===== config.mk =====
export PLATFORM = sky130hd
export DESIGN_NAME = id_ex_stage
export DESIGN_NICKNAME = d
export VERILOG_FILES = /design/src/rtl/id_ex_stage.sv
export SDC_FILE = /design/constraint.sdc
export NUM_CORES = 1
export LEC_CHECK = 0
export ABC_AREA = 1
export BUFFER_PORTS_ARGS = -buffer_cell sky130_fd_sc_hd__buf_2
export CORE_ASPECT_RATIO = 1.25
export CORE_MARGIN = 3
export CORE_UTILIZATION = 53
export DETAILED_ROUTE_END_ITERATION = 6
export GPL_ROUTABILITY_DRIVEN = 0
export PLACE_DENSITY = 0.95
export SYNTH_ARGS = -nofsm -noshare
export SYNTH_HDL_FRONTEND = slang
export SYNTH_SLANG_ARGS = --single-unit

===== constraint.sdc =====
create_clock -name clk -period 4.2 [get_ports clk]
set_input_delay 0.42 -clock clk [delete_from_list [all_inputs] [get_ports clk]]
set_output_delay 0.42 -clock clk [all_outputs]
set_load 0.005 [all_outputs]

===== src/rtl/id_ex_stage.sv =====
// ID/EX pipeline register with ALU select decode, EX/MEM and MEM/WB operand
// forwarding, and load-use hazard detection toward decode.
module id_ex_stage #(
    parameter int XLEN   = 32,
    parameter int REG_AW = 5
) (
    input  logic              clk,
    input  logic              rst_n,
    input  logic              i_valid,
    input  logic [REG_AW-1:0] i_rs1,
    input  logic [REG_AW-1:0] i_rs2,
    input  logic [REG_AW-1:0] i_rd,
    input  logic [XLEN-1:0]   i_rs1_data,
    input  logic [XLEN-1:0]   i_rs2_data,
    input  logic [XLEN-1:0]   i_imm,
    input  logic              i_alu_src,
    input  logic              i_uses_rs2,
    input  logic [1:0]        i_alu_op,
    input  logic [2:0]        i_funct3,
    input  logic              i_funct7b5,
    input  logic              i_reg_write,
    input  logic              i_mem_read,
    input  logic              i_mem_write,
    input  logic              i_branch,
    input  logic              stall,
    input  logic              flush,
    input  logic [REG_AW-1:0] exmem_rd,
    input  logic              exmem_reg_write,
    input  logic [XLEN-1:0]   exmem_result,
    input  logic [REG_AW-1:0] memwb_rd,
    input  logic              memwb_reg_write,
    input  logic [XLEN-1:0]   memwb_result,
    output logic              o_valid,
    output logic [XLEN-1:0]   alu_a,
    output logic [XLEN-1:0]   alu_b,
    output logic [3:0]        alu_sel,
    output logic [XLEN-1:0]   store_data,
    output logic [REG_AW-1:0] o_rd,
    output logic              o_reg_write,
    output logic              o_mem_read,
    output logic              o_mem_write,
    output logic              o_branch,
    output logic              o_illegal,
    output logic              hazard_stall
);

    localparam logic [3:0] SEL_AND = 4'b0000;
    localparam logic [3:0] SEL_OR  = 4'b0001;
    localparam logic [3:0] SEL_ADD = 4'b0010;
    localparam logic [3:0] SEL_SUB = 4'b0100;
    localparam logic [3:0] SEL_CMP = 4'b1000;

    logic [REG_AW-1:0] rs1_q, rs2_q;
    logic [XLEN-1:0]   rs1_data_q, rs2_data_q, imm_q;
    logic              alu_src_q;
    logic [3:0]        sel_d;
    logic              illegal_d;
    logic [XLEN-1:0]   fwd_rs1, fwd_rs2;

    always_comb begin
        sel_d     = SEL_ADD;
        illegal_d = 1'b0;
        case (i_alu_op)
            2'b00: sel_d = SEL_ADD;
            2'b01: sel_d = SEL_SUB;
            default: begin
                case (i_funct3)
                    3'b000:  sel_d = (i_alu_op == 2'b10 && i_funct7b5) ? SEL_SUB : SEL_ADD;
                    3'b111:  sel_d = SEL_AND;
                    3'b110:  sel_d = SEL_OR;
                    3'b010,
                    3'b011:  sel_d = SEL_CMP;
                    default: begin
                        // funct3 001/100/101: execute as add and flag illegal.
                        sel_d     = SEL_ADD;
                        illegal_d = 1'b1;
                    end
                endcase
            end
        endcase
    end

    assign hazard_stall = i_valid & o_valid & o_mem_read & (o_rd != '0) &
                          ((o_rd == i_rs1) | (i_uses_rs2 & (o_rd == i_rs2)));

    always_ff @(posedge clk or negedge rst_n) begin
        if (!rst_n) begin
            o_valid     <= 1'b0;
            o_reg_write <= 1'b0;
            o_mem_read  <= 1'b0;
            o_mem_write <= 1'b0;
            o_branch    <= 1'b0;
            o_illegal   <= 1'b0;
            o_rd        <= '0;
            alu_sel     <= '0;
            rs1_q       <= '0;
            rs2_q       <= '0;
            rs1_data_q  <= '0;
            rs2_data_q  <= '0;
            imm_q       <= '0;
            alu_src_q   <= 1'b0;
        end else if (flush || (!stall && hazard_stall)) begin
            // Bubble: only the qualifying bits are cleared, data fields are don't-care.
            o_valid     <= 1'b0;
            o_reg_write <= 1'b0;
            o_mem_read  <= 1'b0;
            o_mem_write <= 1'b0;
            o_branch    <= 1'b0;
            o_illegal   <= 1'b0;
        end else if (!stall) begin
            o_valid     <= i_valid;
            o_reg_write <= i_reg_write & i_valid;
            o_mem_read  <= i_mem_read & i_valid;
            o_mem_write <= i_mem_write & i_valid;
            o_branch    <= i_branch & i_valid;
            o_illegal   <= illegal_d & i_valid;
            o_rd        <= i_rd;
            alu_sel     <= sel_d;
            rs1_q       <= i_rs1;
            rs2_q       <= i_rs2;
            rs1_data_q  <= i_rs1_data;
            rs2_data_q  <= i_rs2_data;
            imm_q       <= i_imm;
            alu_src_q   <= i_alu_src;
        end
    end

    // EX/MEM is younger than MEM/WB, so it wins when both target the same register.
    always_comb begin
        fwd_rs1 = rs1_data_q;
        if (exmem_reg_write && exmem_rd != '0 && exmem_rd == rs1_q)
            fwd_rs1 = exmem_result;
        else if (memwb_reg_write && memwb_rd != '0 && memwb_rd == rs1_q)
            fwd_rs1 = memwb_result;
    end

    always_comb begin
        fwd_rs2 = rs2_data_q;
        if (exmem_reg_write && exmem_rd != '0 && exmem_rd == rs2_q)
            fwd_rs2 = exmem_result;
        else if (memwb_reg_write && memwb_rd != '0 && memwb_rd == rs2_q)
            fwd_rs2 = memwb_result;
    end

    assign alu_a      = fwd_rs1;
    assign alu_b      = alu_src_q ? imm_q : fwd_rs2;
    assign store_data = fwd_rs2;

endmodule


# --- Yosys cells after proc, flatten, opt, wreduce, memory -nomap -nowiden ---
# Cells that the tools add are included.
totals:
  out_inout_bits: 112
  elab_cells: 81
  ff_bits: 122
op_classes:
  n_bitwise: 13
  mux: 22
  eq_ne: 13
  n_reduce_logical: 19
op_table:
  columns: ["cell", "n"]
  rows:
  - ["$mux 32", 5]
  - ["$eq 5x5->1", 6]
  - ["$pmux 4 s4", 1]
  - ["$reduce_bool 5->1", 3]
  - ["$mux 1", 14]
  - ["$and 1x1->1", 10]
  - ["$logic_and 1x1->1", 8]
  - ["$pmux 4 s2", 1]
  - ["$eq 3x2->1 const B", 2]
  - ["$eq 3x3->1 const B", 2]
  - ["$reduce_or 5->1", 1]
  - ["$reduce_or 2->1", 2]
  - ["$logic_not 3->1", 1]
  - ["$mux 3", 1]
  - ["$eq 2x1->1 const B", 1]
  - ["$eq 2x2->1 const B", 1]
  - ["$logic_not 2->1", 1]
  - ["$ne 2x1->1 const B", 1]
  - ["$not 1->1", 2]
  - ["$reduce_and 2->1", 1]
  - ["$logic_not 1->1", 1]
  - ["$logic_or 1x1->1", 1]
  - ["$or 1x1->1", 1]

# --- Depth between registers and ports, before layout ---
# Gate-level depths: netlist (run 1).
logic_depth:
  ltp_word: 8
  ltp_mapped: 12

# --- Worst setup path after synthesis (run 1) ---
# Ideal clock, no wire load.
synth_path:
  path_kind: "input to output"
  from: "input port memwb_rd[0]"
  to: "output port alu_b[10]"
  stages: 8
  setup_slack_ns: 2.378
  path_buffers: 1
  required_time_ns: 3.780
  arrival_time_ns: 1.402
  path_cell_list: "xnor2_1 > nand2_1 > nor2_2 > clkbuf_1 > nand4_1 > nand3_1 > nand3_1 > nand2_1"
synth_between:
  elab_chain_len: 6
synth_lines:
  columns: ["item", "line", "rtl"]
  rows:
  - ["from (decl)", "30", "input logic [REG_AW-1:0] memwb_rd,"]
  - ["$reduce_bool 5->1", "141", "else if (memwb_reg_write && memwb_rd != '0 && memwb_rd == rs2_q)"]
  - ["$logic_and 1x1->1", "141", null]
  - ["$logic_and 1x1->1 *", "141", null]
  - ["$mux 32 *", "141", null]
  - ["$mux 32 *", "139", "if (exmem_reg_write && exmem_rd != '0 && exmem_rd == rs2_q)"]
  - ["$mux 32 *", "146", "assign alu_b = alu_src_q ? imm_q : fwd_rs2;"]
  - ["to (decl)", "35", "output logic [XLEN-1:0] alu_b,"]
# Mark *: on every way between the ends. The rest lies on a longest branch, timed or not.

# --- Final worst setup path (run 1) ---
layout_path:
  from: "register o_rd[2]"
  to: "output port hazard_stall"
layout_between:
  elab_chain_len: 4
layout_lines:
  columns: ["item", "line", "rtl"]
  rows:
  - ["from (decl)", "38", "output logic [REG_AW-1:0] o_rd,"]
  - ["from (signal assigned)", "117", "o_rd <= i_rd;"]
  - ["$eq 5x5->1", "84", "((o_rd == i_rs1) | (i_uses_rs2 & (o_rd == i_rs2)));"]
  - ["$and 1x1->1", "84", null]
  - ["$or 1x1->1", "84", null]
  - ["$and 1x1->1 *", "83", "assign hazard_stall = i_valid & o_valid & o_mem_read & (o_rd != '0) &"]
  - ["to (decl)", "44", "output logic hazard_stall"]
# Marked as above.

==> qor_table.md, run 1 <==
| Result | This run | Unit |
| --- | --- | --- |
| Smallest setup slack after layout | 1.04 | ns |
| Clock transition at the register clock pins on the worst setup and hold paths after CTS | 0.06 | ns |
| Synth cell types | 24 | - |
| Number of buffers added to fix hold violations after cts | 0 | - |
| Run status | finished, final reports clean | - |
| P_leak | 5.86 | nW |
| Synth Net Count | 1346 | - |
| Period utilisation layout | 75.2 | % |
| Cell breakdown of the critical path | xor2_1 > nor2_1 > nand3_1 > nand2_1 > nand2_4 > buf_4 > inv_1 > buf_2 | - |
| Final setup violation count | 0 | - |
| WL met2 | 14600 | um |
| Total routed wire length on the met1 layer | 10100 | um |
| Clock net sink count | 122 | - |
| Number of buffers on the longest clock path | 2 | - |
| Worst-skew pair later-pin latency | 0.42 | ns |
| Wire length of the first global-routing pass | 45900 | um |
| CP Data Required Time | 3.78 | ns |
| Internal reg-to-reg setup slack | 1.24 | ns |
| Pwr dens | 393 | nW/um2 |
| Arrival time reported for the critical path endpoint | 2.74 | ns |
| Post-synthesis instance area | 7730 | um2 |
| Flops & latches, synth | 122 | - |
| Root Buffer | clkbuf_16 | - |
| Actual transition at the worst max-transition pin | 1.27 | ns |
| Net total in the final layout | 1619 | - |
| Library cell contributing the largest single delay on the critical path | buf_4 | - |
| Element type at the critical path start | flop | - |
| Pre-CTS WS | 1.26 | ns |
| Count of antenna-violating nets left after detailed routing | 0 | - |
| Worst r2r src | o_rd[2] | - |
| Crit path max-delay family | buffers and inverters | - |
| Global-route usage over all layers | 36.7 | % |
| Estimated wirelength of the detail-placed design | 21400 | um |
| CTS tree | done | - |
| Port buffer count | 315 | - |
| First-pass iteration count of the detailed router | 7 | - |
| Capturing element type of the critical path | primary output | - |
| Largest stage delay on the critical path | 0.65 | ns |
| Worst setup skew after layout | 0.00746 | ns |
| Initial cell density of the core | 55.0 | % |
| Sequential element share of the synthesized area | 39.5 | % |
| Number of maximum-capacitance violations | 0 | - |
| Class of the most critical setup path | flop to primary output | - |
| Resized cells post-CTS | 0 | - |
| Number of antenna violations at the first check in global routing | 6 | - |
| Count of routing violations after the opening detailed-route iteration | 1016 | - |
| Full die area | 16100 | um2 |
| Worst hold slack after final layout | 0.0682 | ns |
| Rows | 48 | - |
| Setup total negative slack | 0 | ns |
| Post-Route WL | 29900 | um |
| Core Box Area | 14100 | um2 |
| F_max | 0.317 | GHz |
| Finished Cell Area | 9890 | um2 |
| Vias | 9302 | - |
| Fraction of power spent switching nets | 33.7 | % |
| Highest fanout seen on the critical path | 60 | - |
| Floorplan die width | 114 | um |
| Standard cell area after detailed placement | 9310 | um2 |
| DRC Markers | 0 | - |
| Terminus of the critical flop-to-flop path | imm_q[15] | - |
| Average size of a mapped cell | 6.77 | um2 |
| Finished Core Util | 70.4 | % |
| Routed wirelength normalized by instance count | 18.6 | um |
| Slew Limit Fails | 0 | - |
| Kind of path behind the tightest hold check | input pin to async pin | - |
| Sequential cell fraction of total power | 36.5 | % |
| Internal Dissipation | 2.57 | mW |
| FFs w/ async S/R, synth | 100 | % |
| Number of enable flip-flop cells after synthesis | 0 | - |
| Vertical extent of the die | 141 | um |
| Worst max-slew margin expressed relative to the limit | 15.5 | % |
| Top-level port count | 316 | - |
| Unrepaired setup endpoints after global routing | false | - |
| Area share of the largest cell type after synthesis | 39.5 | % |
| Share of final-layout standard cells stronger than drive strength 1 | 26.4 | % |
| Via count of the first global-routing pass | 8943 | - |
| Via-to-Cell Ratio | 5.78 | - |
| Leading register cell type out of synthesis | dfrtp_1 | - |
| Net Sw Power | 1.31 | mW |
| Highest routing layer actually used | met5 | - |
| Setup Buffers After CTS | 0 | - |
| Fraction of power consumed by the clock network | 36.6 | % |
| Number of hold violations in the final report | 0 | - |
| Leading post-synthesis cells by cell area | dfrtp_1 (40%), nand2_1 (19%), nand3_1 (18%) | - |
| Met3 wire length | 3090 | um |
| Yosys warning count | 0 | - |
| Cell depth of the worst setup path | 8 | - |
| Buffer and inverter count on the worst path | 3 | - |
| Pin count of the biggest net entering global routing | 84 | - |
| Yosys top cell by area | dfrtp_1 | - |
| CTS H-tree depth | 4 | - |
| Overflow left after global routing | 0 | - |
| Number of buffers created by CTS | 17 | - |
| Min cycle time layout | 3.16 | ns |
| Part of the total power dissipated in combinational logic | 27.0 | % |
| Syn Inst Count | 1142 | - |
| FILL cells | 1140 | - |
| Worst Reg2Reg Path Length in Cells | 9 | - |
| Growth of design area from synthesis to finish | 28.0 | % |
| Peak supply drop | 230 | uV |
-- state kept, by name, indices dropped and copies added (netlist names) --
name and count:
imm_q 32, rs1_data_q 32, rs2_data_q 32, o_rd 5, rs1_q 5, rs2_q 5
alu_sel 4, alu_src_q 1, o_branch 1, o_illegal 1, o_mem_read 1, o_mem_write 1
o_reg_write 1, o_valid 1
-- layout by cell type (no fill, tap or decap), types with 9 or more instances in the layout --
cell type  instances
nand2_1          381
buf_2            314
nand3_1          277
dfrtp_1          122
inv_1            110
nand4_1           40
and2_1            32
o21ai_0           29
buf_4             20
xor2_1            17
nor2_1            17
clkbuf_16         17
o21ai_1           12
xnor2_1            9
-- per-stage QoR --
step	power, mW	instances
final	3.88	1608
after global routing	4.07	1608
after CTS	3.87	1603
after detailed placement	2.46	1571
after global placement	2.43	1571
after floorplan	1.96	1142
-- power by group through the flow --
stage / Clock (mW) / Combinational [mW] / Sequential, mW
floorplan: 0 / 0.557 / 1.41
global placement: 0 / 1.00 / 1.42
detailed placement: 0 / 1.03 / 1.43
CTS: 1.42 / 1.04 / 1.41
global route: 1.48 / 1.16 / 1.43
finish: 1.42 / 1.05 / 1.42
-- how the worst max path moves through the flow --
stage | slack, ns | end | from
2_1_floorplan | 2.38 | alu_b[10] | memwb_rd[0]
4_1_cts | 1.06 | hazard_stall | o_rd[2]
5_1_grt | 0.82 | hazard_stall | o_rd[2]
3_3_place_gp | 1.37 | rs1_data_q[1] | i_rs2[0]
3_5_place_dp | 1.26 | rs2_data_q[7] | i_rs1[2]
6_report | 1.04 | hazard_stall | o_rd[2]
-- area by class of cell --
class	instances	area, um2	area share [%]
Clock buffer	19	453	4.58
Clock inverter	13	118	1.19
Tap cell	175	219	2.21
Multi-Input combinational cell	829	3900	39.4
Antenna cell	5	12.5	0.126
Inverter	111	417	4.21
Sequential cell	122	3050	30.9
Timing Repair Buffer	334	1720	17.4
-- Yosys cell counts, drive strengths merged, types with 4 or more instances --
cell / n
buf: 45
xor2: 17
and2: 32
nand4: 40
nor2: 22
nor3: 4
dfrtp: 122
xnor2: 9
o21ai: 41
clkbuf: 35
nand3: 278
inv: 111
nand2: 383
-- layer usage --
metal / global-route usage [%] / vias up
met3: 8.63 / 147
met4: 24.8 / 2
met1: 40.5 / 4217
met5: 0 / -
li1: - / 4221
met2: 62.0 / 715
-- logic make-up after synthesis --
| kind of cell | count (synthesis) | synth area share (%) |
|---|---|---|
| xor gates and xnor gates | 26 | 2.95 |
| DFF | 122 | 39.5 |
| buffers and inverters | 191 | 10.6 |
| and+or+nand+nor | 761 | 44.3 |
| AOI/OAI and AO/OA | 42 | 2.72 |
Power figures use the tool's default switching activity.
==> inputs of run 2 (changes only) <==
Settings changed: CORE_UTILIZATION 53 to 45, PLACE_DENSITY 0.95 to 0.88.
Clock period 4.2 ns to 2.56 ns, I/O delays scaled along.
==> run 2 against run 1 <==
  * First-iteration DRC count shrank 6.6%
  * Core utilization fell by 9.2 points
  * Critical path depth unchanged
  * Clock power increased by 61%
  * Clock skew grew 0.0033 ns
  * Clock-buffer cell count grew 4
  * Critical endpoint is now alu_b[3]
==> qor_table.md, run 2 (synthesized netlist as in run 1, its figures left out) <==
| Result | This run | Unit |
| --- | --- | --- |
| Run status | finished, final reports clean | - |
| First-pass iteration count of the detailed router | 5 | - |
| Number of maximum-capacitance violations | 0 | - |
| Part of the total power dissipated in combinational logic | 28.0 | % |
| Rows | 52 | - |
| CP Data Required Time | 2.30 | ns |
| Critical Path Most Common Cell | nand3_1 | - |
| Initial cell density of the core | 46.8 | % |
| Worst max-slew margin expressed relative to the limit | 53.6 | % |
| Overflow left after global routing | 0 | - |
| Largest stage delay on the critical path | 0.42 | ns |
| Min cycle time layout | 2.45 | ns |
| Share of final-layout standard cells stronger than drive strength 1 | 26.7 | % |
| Post-Route WL | 31100 | um |
| Full die area | 18800 | um2 |
| Core Box Area | 16500 | um2 |
| Clock transition at the register clock pins on the worst setup and hold paths after CTS | 0.06 | ns |
| Routed wirelength normalized by instance count | 18.8 | um |
| Unrepaired setup endpoints after global routing | false | - |
| Cell breakdown of the critical path | xor2_1 > nor2_1 > nand3_1 > buf_6 > nand3_1 > nand3_1 > nand2_1 > buf_2 | - |
| Via-to-Cell Ratio | 5.59 | - |
| FILL cells | 1527 | - |
| Fin cells | 1653 | - |
| Floorplan die width | 123 | um |
| Slew Limit Fails | 0 | - |
| Worst-skew pair later-pin latency | 0.40 | ns |
| Element type at the critical path start | flop | - |
| Net total in the final layout | 1626 | - |
| Fraction of power spent switching nets | 32.8 | % |
| Most common cell after layout, fill and taps aside | nand2_1 | - |
| Arrival time reported for the critical path endpoint | 2.19 | ns |
| Vertical extent of the die | 153 | um |
| Via count of the first global-routing pass | 8995 | - |
| Wire length of the first global-routing pass | 47600 | um |
| Fraction of power consumed by the clock network | 35.8 | % |
| Library cell contributing the largest single delay on the critical path | dfrtp_1 | - |
| P_leak | 5.94 | nW |
| Clock net sink count | 122 | - |
| Period utilisation layout | 95.7 | % |
| Highest fanout seen on the critical path | 32 | - |
| Number of buffers created by CTS | 17 | - |
| Top-level port count | 316 | - |
| Class of the most critical setup path | flop to primary output | - |
| Internal Dissipation | 4.29 | mW |
| DRC Markers | 0 | - |
| CTS tree | done | - |
| Growth of design area from synthesis to finish | 30.9 | % |
| Vias | 9246 | - |
| Number of buffers on the longest clock path | 2 | - |
| Global-route usage over all layers | 32.7 | % |
| Setup total negative slack | 0 | ns |
| Capturing element type of the critical path | primary output | - |
| Worst Reg2Reg Path Length in Cells | 9 | - |
| Pwr dens | 632 | nW/um2 |
| Count of routing violations after the opening detailed-route iteration | 949 | - |
| Sequential cell fraction of total power | 36.2 | % |
| Root Buffer | clkbuf_16 | - |
| Estimated wirelength of the detail-placed design | 21600 | um |
| Count of antenna-violating nets left after detailed routing | 0 | - |
| Net Sw Power | 2.09 | mW |
| F_max | 0.408 | GHz |
| Worst setup skew after layout | 0.0108 | ns |
| Port buffer count | 315 | - |
| Final setup violation count | 0 | - |
| CTS H-tree depth | 4 | - |
| Largest registers ranked by flip-flop count | imm_q (32), rs1_data_q (32), rs2_data_q (32) | - |
| Cell depth of the worst setup path | 8 | - |
| Number of antenna violations at the first check in global routing | 5 | - |
| Worst hold path stage count | 3 | - |
| Placed insts | 1616 | - |
| Most used cells in the layout excluding fill and tap cells | nand2_1 (381), buf_2 (314), nand3_1 (274) | - |
| Buffer and inverter count on the worst path | 2 | - |
| Peak supply drop | 490 | uV |
| Number of hold violations in the final report | 0 | - |
| Crit path max-delay family | simple AND/OR/NAND/NOR gates | - |
| Actual transition at the worst max-transition pin | 0.695 | ns |
| Kind of path behind the tightest hold check | input pin to flop | - |
| Pin count of the biggest net entering global routing | 118 | - |
==> run 2: cell count changes in the layout (fill, tap and decap cells not counted), moves of 2 or more <==
cell | before | now
buf_12 | 0 | 5
buf_4 | 20 | 15
buf_6 | 0 | 5
clkbuf_1 | 0 | 2
clkbuf_8 | 2 | 4
clkinvlp_4 | 5 | 3
inv_6 | 3 | 0
nand3_1 | 277 | 274
nand3_2 | 1 | 4
nor2_2 | 3 | 1
nor2_4 | 2 | 4
o21ai_0 | 29 | 27
==> run 2: layout make-up <==
type / instances / area (um2) / area share (%)
Multi-Input combinational cell: 829 / 3930 / 38.9
Sequential cell: 122 / 3050 / 30.2
Timing Repair Buffer: 341 / 1880 / 18.6
Clock buffer: 23 / 488 / 4.83
Inverter: 111 / 417 / 4.12
Tap cell: 216 / 270 / 2.67
Clock inverter: 7 / 67.6 / 0.668
Antenna cell: 4 / 10.0 / 0.0990
==> run 2: repair_timing <==
| action | CTS | global route |
|---|---|---|
| resized for setup | 0 | 10 |
| setup buffers | 0 | 1 |
| hold buffers | 1 | 0 |
| endpoints found under the setup margin | 0 | 46 |
| hold endpoints to repair | 68 | 0 |
==> run 2: path summary, 6_finish.rpt <==
kind / from / end / slack [ns]
worst max register to register: o_rd[4] / rs2_data_q[10] / 0.65
worst min-delay path: i_imm[0] / imm_q[0] / 0.08
worst min register to register: rs1_data_q[26] / rs1_data_q[26] / 0.47
worst max-delay path: rs2_q[3] / alu_b[3] / 0.11
min in group asynchronous: rst_n / alu_sel[2] / 0.42
max in group asynchronous: rst_n / imm_q[20] / 1.35
==> run 2: per-layer routing <==
metal	global-route usage, %	part of all wire [%]
met2	53.5	48
met5	0	0
met3	7.80	10
met4	19.2	6.1
met1	38.5	35
==> run 2: metrics by stage <==
stage / util (%) / setup slack, ns / cell area [um2] / power, mW / hold WS, ns
floorplan: - / 0.929 / 7730 / 3.22 / -0.0396
global placement: 57.3 / 0.494 / 9470 / 4.03 / 0.307
detailed placement: 57.3 / 0.459 / 9470 / 4.07 / 0.318
CTS: 60.7 / 0.0644 / 10000 / 6.37 / 0.0614
global route: 61.2 / 0.00175 / 10100 / 6.73 / 0.0700
finish: 61.2 / 0.109 / 10100 / 6.39 / 0.0767
==> run 2: worst register-to-register path: stages, from the launching register on <==
cell and delay (ns):
dfrtp_1 0.47, xor2_1 0.20, nor2_1 0.11, nand3_1 0.07
nand2_1 0.12, nand2_4 0.08, nand2_4 0.07, buf_4 0.48
nand2_1 0.17, nand2_1 0.08
==> run 2: power by group through the flow <==
stage	Clock [mW]	Combinational (mW)	Sequential [mW]
global placement	0	1.70	2.33
CTS	2.32	1.74	2.31
floorplan	0	0.913	2.31
finish	2.29	1.79	2.31
detailed placement	0	1.73	2.34
global route	2.42	1.98	2.34
==> inputs of run 3 (changes only) <==
Settings changed: MAX_ROUTING_LAYER from default to met4, SLEW_MARGIN from default to 20.
==> run 3 against run 2 <==
  * First-iteration DRC count up 8.0%
  * Critical path type unchanged
  * Combinational power hardly changed
  * Largest power group unchanged
  * Register-to-register slack about the same
  * Sequential cell count stayed put
  * Maximum frequency shrank 1.8%
==> qor_table.md, run 3 (synthesized netlist as in run 1, its figures left out) <==
| Result | This run | Unit |
| --- | --- | --- |
| Overflow left after global routing | 0 | - |
| Unrepaired setup endpoints after global routing | false | - |
| Worst hold slack after final layout | 0.0730 | ns |
| Net total in the final layout | 1627 | - |
| Core Box Area | 16500 | um2 |
| Port buffer count | 315 | - |
| Highest fanout seen on the critical path | 32 | - |
| Capturing element type of the critical path | primary output | - |
| Most common cell after layout, fill and taps aside | nand2_1 | - |
| Post-Route WL | 31100 | um |
| Kind of path behind the tightest hold check | input pin to flop | - |
| Number of buffers created by CTS | 17 | - |
| P_leak | 5.94 | nW |
| Count of routing violations after the opening detailed-route iteration | 1025 | - |
| Pre-CTS WS | 0.459 | ns |
| Vias | 9266 | - |
| Period utilisation layout | 97.5 | % |
| Growth of design area from synthesis to finish | 30.9 | % |
| Peak supply drop | 490 | uV |
| Worst setup skew after layout | 0.0108 | ns |
| Share of final-layout standard cells stronger than drive strength 1 | 26.7 | % |
| Estimated wirelength of the detail-placed design | 21600 | um |
| Element type at the critical path start | flop | - |
| Largest registers ranked by flip-flop count | imm_q (32), rs1_data_q (32), rs2_data_q (32) | - |
| First-pass iteration count of the detailed router | 6 | - |
| Actual transition at the worst max-transition pin | 0.709 | ns |
| CTS tree | done | - |
| Floorplan die width | 123 | um |
| Full die area | 18800 | um2 |
| Min cycle time layout | 2.50 | ns |
| Worst-skew pair later-pin latency | 0.41 | ns |
| Run status | finished, final reports clean | - |
| Worst max-slew margin expressed relative to the limit | 52.7 | % |
| Pwr dens | 633 | nW/um2 |
| Clock transition at the register clock pins on the worst setup and hold paths after CTS | 0.06 | ns |
| Slew Limit Fails | 0 | - |
| Via count of the first global-routing pass | 9015 | - |
| Clock net sink count | 122 | - |
| DRC Markers | 0 | - |
| CP Data Required Time | 2.30 | ns |
| Setup total negative slack | 0 | ns |
| Vertical extent of the die | 153 | um |
| Finished Cell Area | 10100 | um2 |
| Final setup violation count | 0 | - |
| Arrival time reported for the critical path endpoint | 2.24 | ns |
| Rows | 52 | - |
| Class of the most critical setup path | flop to primary output | - |
| Count of antenna-violating nets left after detailed routing | 0 | - |
| F_max | 0.401 | GHz |
| Global-route usage over all layers | 33.7 | % |
| Number of maximum-capacitance violations | 0 | - |
| Via-to-Cell Ratio | 5.60 | - |
| Root Buffer | clkbuf_16 | - |
| Standard cell area after detailed placement | 9470 | um2 |
| FILL cells | 1533 | - |
| Finished Core Util | 61.2 | % |
| Number of buffers on the longest clock path | 2 | - |
| Initial cell density of the core | 46.8 | % |
| Most used cells in the layout excluding fill and tap cells | nand2_1 (381), buf_2 (314), nand3_1 (275) | - |
| Number of hold violations in the final report | 0 | - |
| CTS H-tree depth | 4 | - |
| Top-level port count | 316 | - |
| Pin count of the biggest net entering global routing | 118 | - |
| Number of antenna violations at the first check in global routing | 6 | - |
| Smallest setup slack after layout | 0.0635 | ns |
| Routed wirelength normalized by instance count | 18.8 | um |
| Wire length of the first global-routing pass | 47700 | um |
==> run 3: changes by cell type in the layout (fill, tap and decap cells not counted), sizes merged <==
cell   before  now
buf       339  340
diode       4    5
==> run 3: cell type report <==
class	count	area, um2	area share, %
flip-flops and latches	122	3050	30.2
repair buffers	342	1880	18.6
diodes	5	12.5	0.124
inverters	111	417	4.12
clock inverters	7	67.6	0.668
well taps	216	270	2.67
clock buffers	23	488	4.83
multi-input cells	829	3920	38.8
==> run 3: stage by stage <==
step,cells,total power [mW]
after CTS,1647,6.37
after detailed placement,1616,4.07
after global routing,1655,6.73
final,1655,6.40
after global placement,1616,4.03
after floorplan,1142,3.22
==> run 3: path summary, 6_finish.rpt <==
kind                                   to  slack (ns)  cells past startpoint      startpoint
min                              imm_q[0]        0.07                      3        i_imm[0]
max in group asynchronous       imm_q[20]        1.37                      3           rst_n
max                         store_data[8]        0.06                      6        rs2_q[2]
min reg2reg                rs1_data_q[16]        0.47                      2  rs1_data_q[16]
min in group asynchronous      alu_sel[2]        0.40                      2           rst_n
max reg2reg                 rs2_data_q[7]        0.64                      9         o_rd[4]
==> run 3: where the power goes <==
group          switching, mW  leakage [nW]  internal [mW]
clock                  0.882         0.267           1.42
sequential             0.151          1.52           2.16
combinational           1.08          4.15          0.708
total                   2.11          5.94           4.29
==> run 3: timing repair <==
item                                    CTS  global route
endpoints found under the hold margin    68             0
buffers inserted                          0             2
gates resized for setup                   0             9
endpoints found under the setup margin    0            58
hold buffers                              1             0
==> run 3: metal layers <==
metal  vias to the layer above  share of wire, %  track usage, %  routed length (um)
met5                         -                 0               -                   0
li1                       4241                 -               -                   -
met4                         0               5.7            18.4                1790
met2                       665                49            54.0               15100
met1                      4225                36            39.0               11200
met3                       135               9.6            7.06                3000
==> run 3: critical path, stage by stage (launching register included) <==
cell	delay (ns)
dfrtp_1	0.42
xor2_1	0.20
nor2_4	0.11
buf_4	0.39
nand3_1	0.28
and2_1	0.25
buf_2	0.12
